**src/rtl/mem_port_arbiter_if.sv**
```systemverilog
// CPU-side and memory-side signal bundle for the fetch/data memory port arbiter.
// slave is the arbiter's view; master is the view of whatever surrounds it
// (the CPU ports plus the memory responses).
interface mem_port_arbiter_if #(
    parameter int unsigned ADDR_WIDTH = 32,
    parameter int unsigned DATA_WIDTH = 32
);
    // Instruction fetch port
    logic                  i_req;
    logic [ADDR_WIDTH-1:0] i_addr;
    logic [DATA_WIDTH-1:0] i_rdata;
    logic                  i_ack;

    // Data port
    logic                  d_req;
    logic                  d_we;
    logic [ADDR_WIDTH-1:0] d_addr;
    logic [3:0]            d_byteenable;
    logic [DATA_WIDTH-1:0] d_wdata;
    logic [DATA_WIDTH-1:0] d_rdata;
    logic                  d_ack;

    // Unified memory side
    logic [ADDR_WIDTH-1:0] mem_address;
    logic                  mem_read;
    logic                  mem_write;
    logic [3:0]            mem_byteenable;
    logic [DATA_WIDTH-1:0] mem_writedata;
    logic                  mem_waitrequest;
    logic [DATA_WIDTH-1:0] mem_readdata;

    logic                  busy;

    modport slave (
        input  i_req, i_addr, d_req, d_we, d_addr, d_byteenable, d_wdata,
               mem_waitrequest, mem_readdata,
        output i_rdata, i_ack, d_rdata, d_ack,
               mem_address, mem_read, mem_write, mem_byteenable, mem_writedata, busy
    );

    modport master (
        output i_req, i_addr, d_req, d_we, d_addr, d_byteenable, d_wdata,
               mem_waitrequest, mem_readdata,
        input  i_rdata, i_ack, d_rdata, d_ack,
               mem_address, mem_read, mem_write, mem_byteenable, mem_writedata, busy
    );
endinterface

```
**src/rtl/mem_port_arbiter.sv**
```systemverilog
// Shares one single-port memory between the instruction-fetch and data ports.
// One transaction at a time, round-robin on simultaneous requests, waitrequest
// stalls on the command phase and a fixed read latency afterwards.
// Every output is a flop; READ_LATENCY must be in 1..7.
module mem_port_arbiter #(
    parameter int unsigned ADDR_WIDTH   = 32,
    parameter int unsigned DATA_WIDTH   = 32,
    parameter int unsigned READ_LATENCY = 1
) (
    input  logic              clk,
    input  logic              reset,
    mem_port_arbiter_if.slave bus
);

    typedef enum logic [1:0] {StIdle, StIssue, StWait, StResp} state_e;

    localparam logic       PortI   = 1'b0;
    localparam logic       PortD   = 1'b1;
    localparam logic [2:0] LatInit = 3'(READ_LATENCY);

    // Control state
    state_e     state_q, state_d;
    logic       grant_q, grant_d;           // port owning the current transaction
    logic       last_grant_q, last_grant_d; // tie-break memory for round robin
    logic       we_q, we_d;
    logic [2:0] cnt_q, cnt_d;               // read latency countdown

    // Registered outputs
    logic [ADDR_WIDTH-1:0] mem_address_q, mem_address_d;
    logic [3:0]            mem_byteenable_q, mem_byteenable_d;
    logic [DATA_WIDTH-1:0] mem_writedata_q, mem_writedata_d;
    logic                  mem_read_q, mem_read_d;
    logic                  mem_write_q, mem_write_d;
    logic [DATA_WIDTH-1:0] i_rdata_q, i_rdata_d;
    logic [DATA_WIDTH-1:0] d_rdata_q, d_rdata_d;
    logic                  i_ack_q, i_ack_d;
    logic                  d_ack_q, d_ack_d;
    logic                  busy_q, busy_d;

    // State register and latched transaction attributes
    always_ff @(posedge clk or posedge reset) begin
        if (reset) begin
            state_q      <= StIdle;
            grant_q      <= PortI;
            last_grant_q <= PortD; // first tie goes to fetch
            we_q         <= 1'b0;
            cnt_q        <= 3'd0;
        end else begin
            state_q      <= state_d;
            grant_q      <= grant_d;
            last_grant_q <= last_grant_d;
            we_q         <= we_d;
            cnt_q        <= cnt_d;
        end
    end

    // Next-state: arbitration in IDLE, waitrequest stall, latency countdown
    always_comb begin
        state_d      = state_q;
        grant_d      = grant_q;
        last_grant_d = last_grant_q;
        we_d         = we_q;
        cnt_d        = cnt_q;
        unique case (state_q)
            StIdle: begin
                if (bus.i_req || bus.d_req) begin
                    // Both requesting: serve the port that did not win last time
                    grant_d      = (bus.i_req && bus.d_req) ? ~last_grant_q : bus.d_req;
                    last_grant_d = grant_d;
                    we_d         = (grant_d == PortD) && bus.d_we;
                    state_d      = StIssue;
                end
            end
            StIssue: begin
                if (!bus.mem_waitrequest) begin
                    if (we_q) begin
                        state_d = StResp;
                    end else begin
                        state_d = StWait;
                        cnt_d   = LatInit;
                    end
                end
            end
            StWait: begin
                // Reaching 1 means this edge is E+READ_LATENCY
                if (cnt_q <= 3'd1) begin
                    state_d = StResp;
                    cnt_d   = 3'd0;
                end else begin
                    cnt_d = cnt_q - 3'd1;
                end
            end
            StResp: begin
                state_d = StIdle;
            end
            default: begin
                state_d = StIdle;
            end
        endcase
    end

    // Output next-values: command launch/hold, read capture, ack pulse
    always_comb begin
        mem_address_d    = mem_address_q;
        mem_byteenable_d = mem_byteenable_q;
        mem_writedata_d  = mem_writedata_q;
        mem_read_d       = 1'b0;
        mem_write_d      = 1'b0;
        i_rdata_d        = i_rdata_q;
        d_rdata_d        = d_rdata_q;
        i_ack_d          = 1'b0;
        d_ack_d          = 1'b0;
        busy_d           = (state_d != StIdle);
        unique case (state_q)
            StIdle: begin
                if (state_d == StIssue) begin
                    if (grant_d == PortI) begin
                        mem_address_d    = bus.i_addr;
                        mem_byteenable_d = 4'b1111;
                        mem_writedata_d  = '0;
                        mem_read_d       = 1'b1;
                    end else begin
                        mem_address_d    = bus.d_addr;
                        mem_byteenable_d = bus.d_byteenable;
                        mem_writedata_d  = bus.d_wdata;
                        mem_read_d       = !bus.d_we;
                        mem_write_d      = bus.d_we;
                    end
                end
            end
            StIssue: begin
                // Hold the command while the memory stalls; drop it once accepted
                if (bus.mem_waitrequest) begin
                    mem_read_d  = mem_read_q;
                    mem_write_d = mem_write_q;
                end
            end
            StWait: begin
                if (cnt_q <= 3'd1) begin
                    if (grant_q == PortI) begin
                        i_rdata_d = bus.mem_readdata;
                    end else begin
                        d_rdata_d = bus.mem_readdata;
                    end
                end
            end
            StResp: begin
                i_ack_d = (grant_q == PortI);
                d_ack_d = (grant_q == PortD);
            end
            default: begin
            end
        endcase
    end

    // Output registers, all cleared asynchronously
    always_ff @(posedge clk or posedge reset) begin
        if (reset) begin
            mem_address_q    <= '0;
            mem_byteenable_q <= 4'b0000;
            mem_writedata_q  <= '0;
            mem_read_q       <= 1'b0;
            mem_write_q      <= 1'b0;
            i_rdata_q        <= '0;
            d_rdata_q        <= '0;
            i_ack_q          <= 1'b0;
            d_ack_q          <= 1'b0;
            busy_q           <= 1'b0;
        end else begin
            mem_address_q    <= mem_address_d;
            mem_byteenable_q <= mem_byteenable_d;
            mem_writedata_q  <= mem_writedata_d;
            mem_read_q       <= mem_read_d;
            mem_write_q      <= mem_write_d;
            i_rdata_q        <= i_rdata_d;
            d_rdata_q        <= d_rdata_d;
            i_ack_q          <= i_ack_d;
            d_ack_q          <= d_ack_d;
            busy_q           <= busy_d;
        end
    end

    assign bus.mem_address    = mem_address_q;
    assign bus.mem_byteenable = mem_byteenable_q;
    assign bus.mem_writedata  = mem_writedata_q;
    assign bus.mem_read       = mem_read_q;
    assign bus.mem_write      = mem_write_q;
    assign bus.i_rdata        = i_rdata_q;
    assign bus.d_rdata        = d_rdata_q;
    assign bus.i_ack          = i_ack_q;
    assign bus.d_ack          = d_ack_q;
    assign bus.busy           = busy_q;

endmodule
```
**src/flat_wrapper.sv**
```systemverilog
// flat-port wrapper written by rule: the top's interface ports become plain ports
module mem_port_arbiter_flat 
#(
    parameter int unsigned ADDR_WIDTH   = 32,
    parameter int unsigned DATA_WIDTH   = 32,
    parameter int unsigned READ_LATENCY = 1
)
  (clk, reset, bus_i_req, bus_i_addr, bus_d_req, bus_d_we, bus_d_addr, bus_d_byteenable, bus_d_wdata, bus_mem_waitrequest, bus_mem_readdata, bus_i_rdata, bus_i_ack, bus_d_rdata, bus_d_ack, bus_mem_address, bus_mem_read, bus_mem_write, bus_mem_byteenable, bus_mem_writedata, bus_busy);
  mem_port_arbiter_if #(.ADDR_WIDTH(ADDR_WIDTH), .DATA_WIDTH(DATA_WIDTH)) bus_i ();
  input  logic clk;
  input  logic reset;
  input wire logic [$bits(bus_i.i_req)-1:0] bus_i_req;
  input wire logic [$bits(bus_i.i_addr)-1:0] bus_i_addr;
  input wire logic [$bits(bus_i.d_req)-1:0] bus_d_req;
  input wire logic [$bits(bus_i.d_we)-1:0] bus_d_we;
  input wire logic [$bits(bus_i.d_addr)-1:0] bus_d_addr;
  input wire logic [$bits(bus_i.d_byteenable)-1:0] bus_d_byteenable;
  input wire logic [$bits(bus_i.d_wdata)-1:0] bus_d_wdata;
  input wire logic [$bits(bus_i.mem_waitrequest)-1:0] bus_mem_waitrequest;
  input wire logic [$bits(bus_i.mem_readdata)-1:0] bus_mem_readdata;
  output wire logic [$bits(bus_i.i_rdata)-1:0] bus_i_rdata;
  output wire logic [$bits(bus_i.i_ack)-1:0] bus_i_ack;
  output wire logic [$bits(bus_i.d_rdata)-1:0] bus_d_rdata;
  output wire logic [$bits(bus_i.d_ack)-1:0] bus_d_ack;
  output wire logic [$bits(bus_i.mem_address)-1:0] bus_mem_address;
  output wire logic [$bits(bus_i.mem_read)-1:0] bus_mem_read;
  output wire logic [$bits(bus_i.mem_write)-1:0] bus_mem_write;
  output wire logic [$bits(bus_i.mem_byteenable)-1:0] bus_mem_byteenable;
  output wire logic [$bits(bus_i.mem_writedata)-1:0] bus_mem_writedata;
  output wire logic [$bits(bus_i.busy)-1:0] bus_busy;
  assign bus_i.i_req = bus_i_req;
  assign bus_i.i_addr = bus_i_addr;
  assign bus_i.d_req = bus_d_req;
  assign bus_i.d_we = bus_d_we;
  assign bus_i.d_addr = bus_d_addr;
  assign bus_i.d_byteenable = bus_d_byteenable;
  assign bus_i.d_wdata = bus_d_wdata;
  assign bus_i.mem_waitrequest = bus_mem_waitrequest;
  assign bus_i.mem_readdata = bus_mem_readdata;
  assign bus_i_rdata = bus_i.i_rdata;
  assign bus_i_ack = bus_i.i_ack;
  assign bus_d_rdata = bus_i.d_rdata;
  assign bus_d_ack = bus_i.d_ack;
  assign bus_mem_address = bus_i.mem_address;
  assign bus_mem_read = bus_i.mem_read;
  assign bus_mem_write = bus_i.mem_write;
  assign bus_mem_byteenable = bus_i.mem_byteenable;
  assign bus_mem_writedata = bus_i.mem_writedata;
  assign bus_busy = bus_i.busy;
  mem_port_arbiter #(.ADDR_WIDTH(ADDR_WIDTH), .DATA_WIDTH(DATA_WIDTH), .READ_LATENCY(READ_LATENCY)) u_core (.clk(clk), .reset(reset), .bus(bus_i));
endmodule
```
**config.mk**
```make
export PLATFORM = sky130hd
export DESIGN_NAME = mem_port_arbiter_flat
export DESIGN_NICKNAME = d
export VERILOG_FILES = /design/src/rtl/mem_port_arbiter_if.sv /design/src/rtl/mem_port_arbiter.sv /design/src/flat_wrapper.sv
export SDC_FILE = /design/constraint.sdc
export NUM_CORES = 1
export LEC_CHECK = 0
export ABC_AREA = 1
export BUFFER_PORTS_ARGS = -buffer_cell sky130_fd_sc_hd__buf_2
export CAP_MARGIN = 20
export CORE_MARGIN = 1.5
export CORE_UTILIZATION = 48
export CTS_CLUSTER_DIAMETER = 80
export DETAILED_ROUTE_END_ITERATION = 7
export PLACE_DENSITY = 0.82
export SYNTH_ARGS = -nofsm -noshare
export SYNTH_HDL_FRONTEND = slang
export SYNTH_SLANG_ARGS = --single-unit
```
**constraint.sdc**
```tcl
create_clock -name clk -period 5.75 [get_ports clk]
set_input_delay 0.575 -clock clk [delete_from_list [all_inputs] [get_ports clk]]
set_output_delay 0.575 -clock clk [all_outputs]
set_load 0.02 [all_outputs]
```
==> Implementation_results.wiki, run 1 <==
{| class="wikitable"
! Metric !! Value
|-
| Hold buffer count at cts || 0
|-
| Worst hold-check slack || 293 ps
|-
| Routed wire length || 17.3 mm
|-
| Synthesized net count || 910
|-
| Die outline width || 118 um
|-
| Maximum number of pins on one net before global-route repair || 90
|-
| Cell Int Power || 2890 uW
|-
| Sw Share || 44.9%
|-
| Final ANT Viol Nets || 0
|-
| Total Neg Setup Slack || 0 ps
|-
| Initial detailed-routing violation count || 566
|-
| Number of nets at the end of the flow || 1167
|-
| Clk sinks || 145
|-
| Number of H-tree levels || 4
|-
| Syn-to-layout area delta || 32.7%
|-
| Post-synthesis sequential area ratio || 57.5%
|-
| DP Wirelength || 11.7 mm
|-
| Critical path type || reg -> reg
|-
| Post-Place Worst Slack || 2920 ps
|-
| Number of synthesized register bits || 145
|-
| Post-synth top flop || sky130_fd_sc_hd__dfrtp_1
|-
| Power share of the combinational group || 45.6%
|-
| Number of enable flip-flop cells after synthesis || 0
|-
| Clock-pin slew of the registers on the worst-case setup and hold paths || 60 ps
|-
| Relative contribution of the clock network to total power || 20.6%
|-
| Number of pins with negative max-slew slack in the final report || 0
|-
| HP Class || in -> async
|-
| All-Layer GR Usage || 25.0%
|-
| Worst max-slew margin expressed relative to the limit || 47.7%
|-
| Final Power || 5240 uW
|-
| DR vias || 6041
|-
| Commonest cells after routing, fill and taps aside || sky130_fd_sc_hd__nand2_1, sky130_fd_sc_hd__buf_2, sky130_fd_sc_hd__dfrtp_1
|-
| Worst-case vdd ir drop || 0.000264 V
|-
| Wire length of the first global-routing pass || 27.6 mm
|-
| Clock root buffer || sky130_fd_sc_hd__clkbuf_16
|-
| Static leakage power || 0.00501 uW
|-
| GRT Residual Overflow || 0
|-
| Setup Buffers After CTS || 0
|-
| Async SR Flop Fraction || 100%
|-
| GPL Wtd Cong || 0.816
|-
| Most common cell after layout, fill and taps aside || sky130_fd_sc_hd__nand2_1
|-
| Wire per inst || 14.3 um
|-
| RSZ-0062 raised after global routing || no
|-
| Maximum clock path buffer count || 2
|-
| Max-cap violation count || 0
|-
| Number of antenna violations at the first check in global routing || 1
|-
| Placeable core region || 0.0127 mm^2
|-
| Worst path required time || 6040 ps
|-
| Power Dens Cells || 626 mW/mm^2
|-
| Starting utilization of the core area || 49.6%
|-
| Worst Skew || 6.49 ps
|-
| Sequential fraction of design power || 33.8%
|-
| Floorplan die height || 118 um
|-
| Final worst setup slack || 3190 ps
|-
| Switching component of the power || 2350 uW
|-
| Portion of the clock cycle consumed by the worst path in the final layout || 44.5%
|-
| Sequential standard cell area || 0.00363 mm^2
|-
| Fraction of final layout cells with drive strength greater than 1 || 31.9%
|-
| Cells after synthesis || 770
|-
| Number of warning messages in the yosys log || 0
|-
| Post-route DRC violation count || 0
|-
| Final-report setup violation count || 0
|-
| Fill cell count || 1051
|-
| Via count of the first global-routing pass || 5562
|-
| Count of buffers inserted at the top-level ports || 274
|-
| 1st-pass router iterations || 5
|-
| Achievable frequency || 390 MHz
|-
| CTS tree || built
|-
| Number of placement rows || 41
|-
| Area of the die || 0.0138 mm^2
|-
| Post-layout min period || 2560 ps
|-
| Least-Margin Pin Slew || 784 ps
|-
| Top-level port count || 275
|-
| Area of the multi-input gates || 0.00204 mm^2
|-
| Mean instance size in the synthesized netlist || 8.20 um^2
|-
| Netlist area before placement || 0.00631 mm^2
|-
| Result of the run || finished clean
|-
| Largest fanout of any net on the critical path || 67
|-
| WP data arrival || 2850 ps
|-
| Core Util, Final || 65.8%
|-
| Critical Path Sink Type || flip-flop
|-
| TritonCTS Buffers || 17
|-
| Post-DR vias/cell || 4.98
|-
| Kind of launch point of the worst setup path || flip-flop
|-
| Clock latency at the later pin of the worst-skew pair || 420 ps
|-
| Total count of hold-check failures in the final report || 0
|-
| Library cells used by synthesis || 25
|-
| Number of instances resized during post-cts repair || 0
|}
-- final timing paths --
kind                                         from                           end  slack [ps]  cells past startpoint
setup / recovery                  u_core.cnt_q[1]        u_core.bus.d_rdata[20]        3190                     10
hold / removal                              reset    u_core.bus.mem_address[12]         290                      2
setup reg to reg                  u_core.cnt_q[1]        u_core.bus.d_rdata[20]        3190                     10
hold reg to reg            u_core.bus.d_rdata[16]        u_core.bus.d_rdata[16]         470                      2
max in group asynchronous                   reset        u_core.bus.i_rdata[11]        4290                      3
min in group clk                  bus_d_wdata[11]  u_core.bus.mem_writedata[11]         390                      3
-- through the flow --
| step | instances | area, um^2 |
|---|---|---|
| global placement | 1178 | 7740 |
| floorplan | 770 | 6310 |
| global route | 1211 | 8370 |
| CTS | 1209 | 8320 |
| finish | 1212 | 8370 |
| detailed placement | 1178 | 7740 |
-- per-layer routing --
layer  up-vias  track usage [%]  wire (um)
met1      2796             33.8       7210
met2       330             39.7       8290
met3        24             6.88       1560
met5         -                0         13
met4         2             7.24        244
li1       2889                -          -
-- sequential cells by signal (all words and copies together), names as in the netlist --
signal / flops
u_core.bus.mem_write: 1
u_core.bus.i_rdata: 32
u_core.bus.mem_byteenable: 4
u_core.we_q: 1
u_core.bus.d_ack: 1
u_core.last_grant_q: 1
u_core.state_q: 2
u_core.bus.busy: 1
u_core.bus.d_rdata: 32
u_core.bus.mem_read: 1
u_core.bus.i_ack: 1
u_core.cnt_q: 3
u_core.bus.mem_address: 32
u_core.bus.mem_writedata: 32
u_core.grant_q: 1
-- cell usage after synthesis (all sizes together) (2+ instances only) --
library cell,count,area [um^2]
nand3,133,671
o21ai,36,184
ha,2,25.0
o22ai,4,25.0
nand2,281,1060
clkbuf,16,60.1
dfrtp,144,3600
nand4,2,12.5
nor3,2,10.0
buf,28,156
inv,113,424
nor2,5,36.3
-- worst max-delay path: stages (launching register included) --
cell and delay [ps]:
sky130_fd_sc_hd__dfrtp_1 370, sky130_fd_sc_hd__inv_1 90, sky130_fd_sc_hd__ha_1 140, sky130_fd_sc_hd__o21bai_1 100, sky130_fd_sc_hd__nand2_1 150, sky130_fd_sc_hd__nor2_4 110
sky130_fd_sc_hd__buf_4 510, sky130_fd_sc_hd__nand2_1 500, sky130_fd_sc_hd__buf_16 310, sky130_fd_sc_hd__nand2_1 70, sky130_fd_sc_hd__nand2_1 70
-- final cells by class --
class | count | share of cell area, %
antenna | 1 | 0.0299
clock buffer | 19 | 5.29
clock inverter | 12 | 1.60
inverter | 114 | 5.17
multi-input combinational | 467 | 24.4
sequential | 145 | 43.4
tap | 172 | 2.57
timing repair buffer | 282 | 17.6
-- cells by family (layout without fill, tap and decap cells) --
logic type / Yosys count / in the layout / share of synthesized area (%)
AND/OR/NAND/NOR: 424 / 424 / 28.4
other: 0 / 1 / 0
adder cells (fa/ha/maj): 2 / 2 / 0.396
AO/OA/AOI/OAI: 41 / 41 / 3.43
buffers and inverters: 158 / 427 / 10.2
flip-flops: 145 / 145 / 57.5
-- power groups by stage --
stage               Clock, uW  Sequential, uW  Combinational, uW
floorplan                   0            2300               1060
global placement            0            1760               2300
detailed placement          0            1770               2370
CTS                      1090            1770               2370
global route             1140            1820               2610
finish                   1080            1770               2390
Power figures use the tool's default switching activity.
==> run 2: changes to the inputs <==
Settings changed: ABC_AREA 1 to 0, CORE_UTILIZATION 48 to 47.
Clock period 5.75 ns to 2.4 ns, I/O delays scaled along.
==> run 2 against run 1 <==
Against the previous run: sequential power rose by 140%; combinational power up 130%; count of clock-buffer cells in the layout is 2 higher; critical path type unchanged; critical endpoint is now u_core.bus.d_rdata[23]; largest cell class unchanged; highest routed layer is now met4.
==> Implementation_results.wiki, run 2 <==
{| class="wikitable"
! Metric !! Value
|-
| Area of the die || 0.0131 mm^2 (-5.1%)
|-
| Worst Skew || 5.62 ps (-0.867 ps)
|-
| Critical Path Sink Type || flip-flop
|-
| Achievable frequency || 451 MHz (+15%)
|-
| Most common cell after layout, fill and taps aside || sky130_fd_sc_hd__buf_2
|-
| Number of pins with negative max-slew slack in the final report || 0 (unchanged)
|-
| Syn-to-layout area delta || 37.7%
|-
| Critical-path cell list || inv_1 -> ha_1 -> o21bai_1 -> or3_2 -> buf_4 -> mux2_2
|-
| Clk sinks || 145 (unchanged)
|-
| Mean instance size in the synthesized netlist || 14.0 um^2 (+71%)
|-
| Fill cell count || 863 (-18%)
|-
| Most area-hungry cell type in the Yosys netlist || sky130_fd_sc_hd__dfrtp_1
|-
| Hold Path Origin || bus_d_wdata[1]
|-
| Final ANT Viol Nets || 0 (unchanged)
|-
| Timing startpoint of the critical path || u_core.cnt_q[1]
|-
| Maximum number of pins on one net before global-route repair || 68 (-24%)
|-
| Commonest cells after routing, fill and taps aside || sky130_fd_sc_hd__buf_2, sky130_fd_sc_hd__dfrtp_1, sky130_fd_sc_hd__nand2_1
|-
| Post-layout min period || 2220 ps (-343 ps)
|-
| All-Layer GR Usage || 22.3% (-2.7 points)
|-
| Netlist area before placement || 0.00585 mm^2 (-7.2%)
|-
| Post-route DRC violation count || 0 (unchanged)
|-
| Least-Margin Pin Slew || 829 ps (+44.7 ps)
|-
| Result of the run || finished clean
|-
| Leading post-synthesis cells by cell area || sky130_fd_sc_hd__dfrtp_1, sky130_fd_sc_hd__mux2_4, sky130_fd_sc_hd__mux2_2, sky130_fd_sc_hd__mux2i_1, sky130_fd_sc_hd__a22o_1
|-
| Starting utilization of the core area || 48.5% (-1.1 points)
|-
| Synthesized net count || 557 (-39%)
|-
| Worst max-slew margin expressed relative to the limit || 44.5% (-3.2 points)
|-
| Die outline width || 115 um (-2.6%)
|-
| R2r worst-path depth || 6 (-4)
|-
| Number of warning messages in the yosys log || 0 (unchanged)
|-
| Maximum clock path buffer count || 2 (unchanged)
|-
| Kind of launch point of the worst setup path || flip-flop
|-
| Antenna diodes || 0 (-1)
|-
| Worst path required time || 2690 ps (-3350 ps)
|-
| Via count of the first global-routing pass || 4342 (-22%)
|-
| Count of buffers inserted at the top-level ports || 274 (unchanged)
|-
| Worst R2R Start || u_core.cnt_q[1]
|-
| Clock root buffer || sky130_fd_sc_hd__clkbuf_16
|-
| Total Neg Setup Slack || 0 ps (unchanged)
|-
| Wire per inst || 16.6 um (+16%)
|-
| Routed wire length || 14.5 mm (-16%)
|-
| Post-synth top flop || sky130_fd_sc_hd__dfrtp_1
|-
| Hold depth || 2
|-
| Post-DR vias/cell || 4.92 (-1.3%)
|-
| HP Class || in -> reg
|-
| Portion of the clock cycle consumed by the worst path in the final layout || 92.4% (+48 points)
|-
| Power Dens Cells || 1600 mW/mm^2 (+160%)
|-
| Cells after synthesis || 417 (-46%)
|-
| Number of instances resized during post-cts repair || 0 (unchanged)
|-
| Worst-case vdd ir drop || 0.000806 V (+210%)
|-
| Clock latency at the later pin of the worst-skew pair || 410 ps (about the same)
|-
| Initial detailed-routing violation count || 175 (-69%)
|-
| 1st-pass router iterations || 4 (-1)
|-
| Number of placement rows || 40 (-2.4%)
|-
| Static leakage power || 0.00429 uW (-14%)
|-
| Top-level port count || 275 (unchanged)
|-
| TritonCTS Buffers || 17 (unchanged)
|-
| Async SR Flop Fraction || 100% (unchanged)
|-
| Total count of hold-check failures in the final report || 0 (unchanged)
|-
| Floorplan die height || 115 um (-2.6%)
|-
| Most repeated cell in the gate-level netlist after synthesis || sky130_fd_sc_hd__dfrtp_1
|-
| CTS tree || built
|-
| Cell area after placement || 0.00739 mm^2 (-4.6%)
|-
| Placeable core region || 0.0121 mm^2 (-5.2%)
|-
| Max-cap violation count || 0 (unchanged)
|-
| Clock-pin slew of the registers on the worst-case setup and hold paths || 60 ps (about the same)
|-
| Top-area cell type share of the netlist area || 61.6% (+4.5 points)
|-
| Library cells used by synthesis || 36 (+44%)
|-
| DR vias || 4299 (-29%)
|-
| Post-synthesis sequential area ratio || 62.0% (+4.5 points)
|-
| Number of synthesized register bits || 145 (unchanged)
|-
| Number of H-tree levels || 4 (unchanged)
|-
| Final-report setup violation count || 0 (unchanged)
|-
| RSZ-0062 raised after global routing || no
|-
| Finished Cell Area || 0.00806 mm^2 (-3.7%)
|-
| DP Wirelength || 10.8 mm (-7.3%)
|-
| Critical path's largest stage delay || 480 ps (-30 ps)
|-
| Fraction of final layout cells with drive strength greater than 1 || 54.0% (+22 points)
|-
| Wire length of the first global-routing pass || 22.1 mm (-20%)
|-
| Number of nets at the end of the flow || 833 (-29%)
|-
| GRT Residual Overflow || 0 (unchanged)
|-
| GPL Wtd Cong || 0.758 (-7.1%)
|-
| Core Util, Final || 66.9% (+1.0 points)
|-
| Top cell types by occurrence after synthesis || sky130_fd_sc_hd__dfrtp_1, sky130_fd_sc_hd__nand2_1, sky130_fd_sc_hd__a22o_1, sky130_fd_sc_hd__mux2_2, sky130_fd_sc_hd__mux2i_1
|-
| Number of enable flip-flop cells after synthesis || 0 (unchanged)
|-
| Number of antenna violations at the first check in global routing || 0 (-1)
|-
| Largest fanout of any net on the critical path || 32 (-52%)
|-
| Slowest cell on the critical path || sky130_fd_sc_hd__buf_4
|-
| Critical path type || reg -> reg
|-
| WP data arrival || 2510 ps (-340 ps)
|}
-- run 2: changes by cell type after synthesis, sizes merged, moves of 3 or more --
cell / change
a22o: +32
inv: -107
o22ai: -4
nand3: -130
o22a: +4
nor2: -3
buf: -16
mux2: +64
mux2i: +32
nand2: -239
-- run 2: layout make-up --
type                    count  area (um^2)  area share, %
clock buffers              21          460           5.71
clock inverters            11          208           2.58
inverters                   6         26.3          0.326
multi-input cells         239         2030           25.2
flip-flops and latches    145         3630           45.0
well taps                 168          210           2.61
repair buffers            284         1500           18.6
-- run 2: logic make-up after synthesis --
family                     Yosys count  share of synthesized area, %
DFF                                145                          62.0
muxes                               96                          19.7
AOI/OAI and AO/OA                   81                          9.47
and+or+nand+nor                     59                          4.53
buffers and inverters               33                          3.72
adders and majority gates            2                         0.427
xor gates and xnor gates             1                         0.150
-- run 2: path summary, 6_finish.rpt --
kind                       slack, ps                          end
hold reg to reg                  470          u_core.last_grant_q
min in group asynchronous        410       u_core.bus.d_rdata[18]
hold / removal                    40  u_core.bus.mem_writedata[1]
setup reg to reg                 180       u_core.bus.d_rdata[23]
setup / recovery                 180       u_core.bus.d_rdata[23]
max in group asynchronous       1330  u_core.bus.mem_writedata[7]
-- run 2: power by group --
group	internal, uW	total, uW	switching (uW)
Sequential	3650	4320	671
Clock	2000	2960	959
Combinational	2360	5600	3230
-- run 2: repair_timing --
| action | in CTS | in global routing |
|---|---|---|
| hold buffers | 1 | 0 |
| setup endpoints to repair | 0 | 0 |
| endpoints found under the hold margin | 17 | 0 |
| setup buffers | 0 | 0 |
-- run 2: routing by layer --
| metal | GRT usage [%] | wire (um) | vias up |
|---|---|---|---|
| met3 | 6.88 | 1040 | 18 |
| met2 | 38.9 | 7460 | 203 |
| met1 | 25.5 | 5660 | 2054 |
| li1 | - | - | 2024 |
| met5 | 0 | 0 | - |
| met4 | 9.50 | 301 | 0 |
-- run 2: critical path: cells and delay by family (launching register included) --
family / cells / cell delay, ps
AO/OA/AOI/OAI: 1 / 400
flip-flops: 1 / 360
buffers and inverters: 2 / 550
AND/OR/NAND/NOR: 1 / 200
adder cells (fa/ha/maj): 1 / 180
multiplexers: 1 / 400
-- run 2: stage by stage --
stage	setup slack [ps]	cells	power, uW	hold WS (ps)
floorplan	342	417	8170	348
global placement	284	841	9770	286
detailed placement	166	841	10000	293
CTS	166	874	13000	19.5
global route	73.1	874	13600	22.0
finish	181	874	12900	37.1
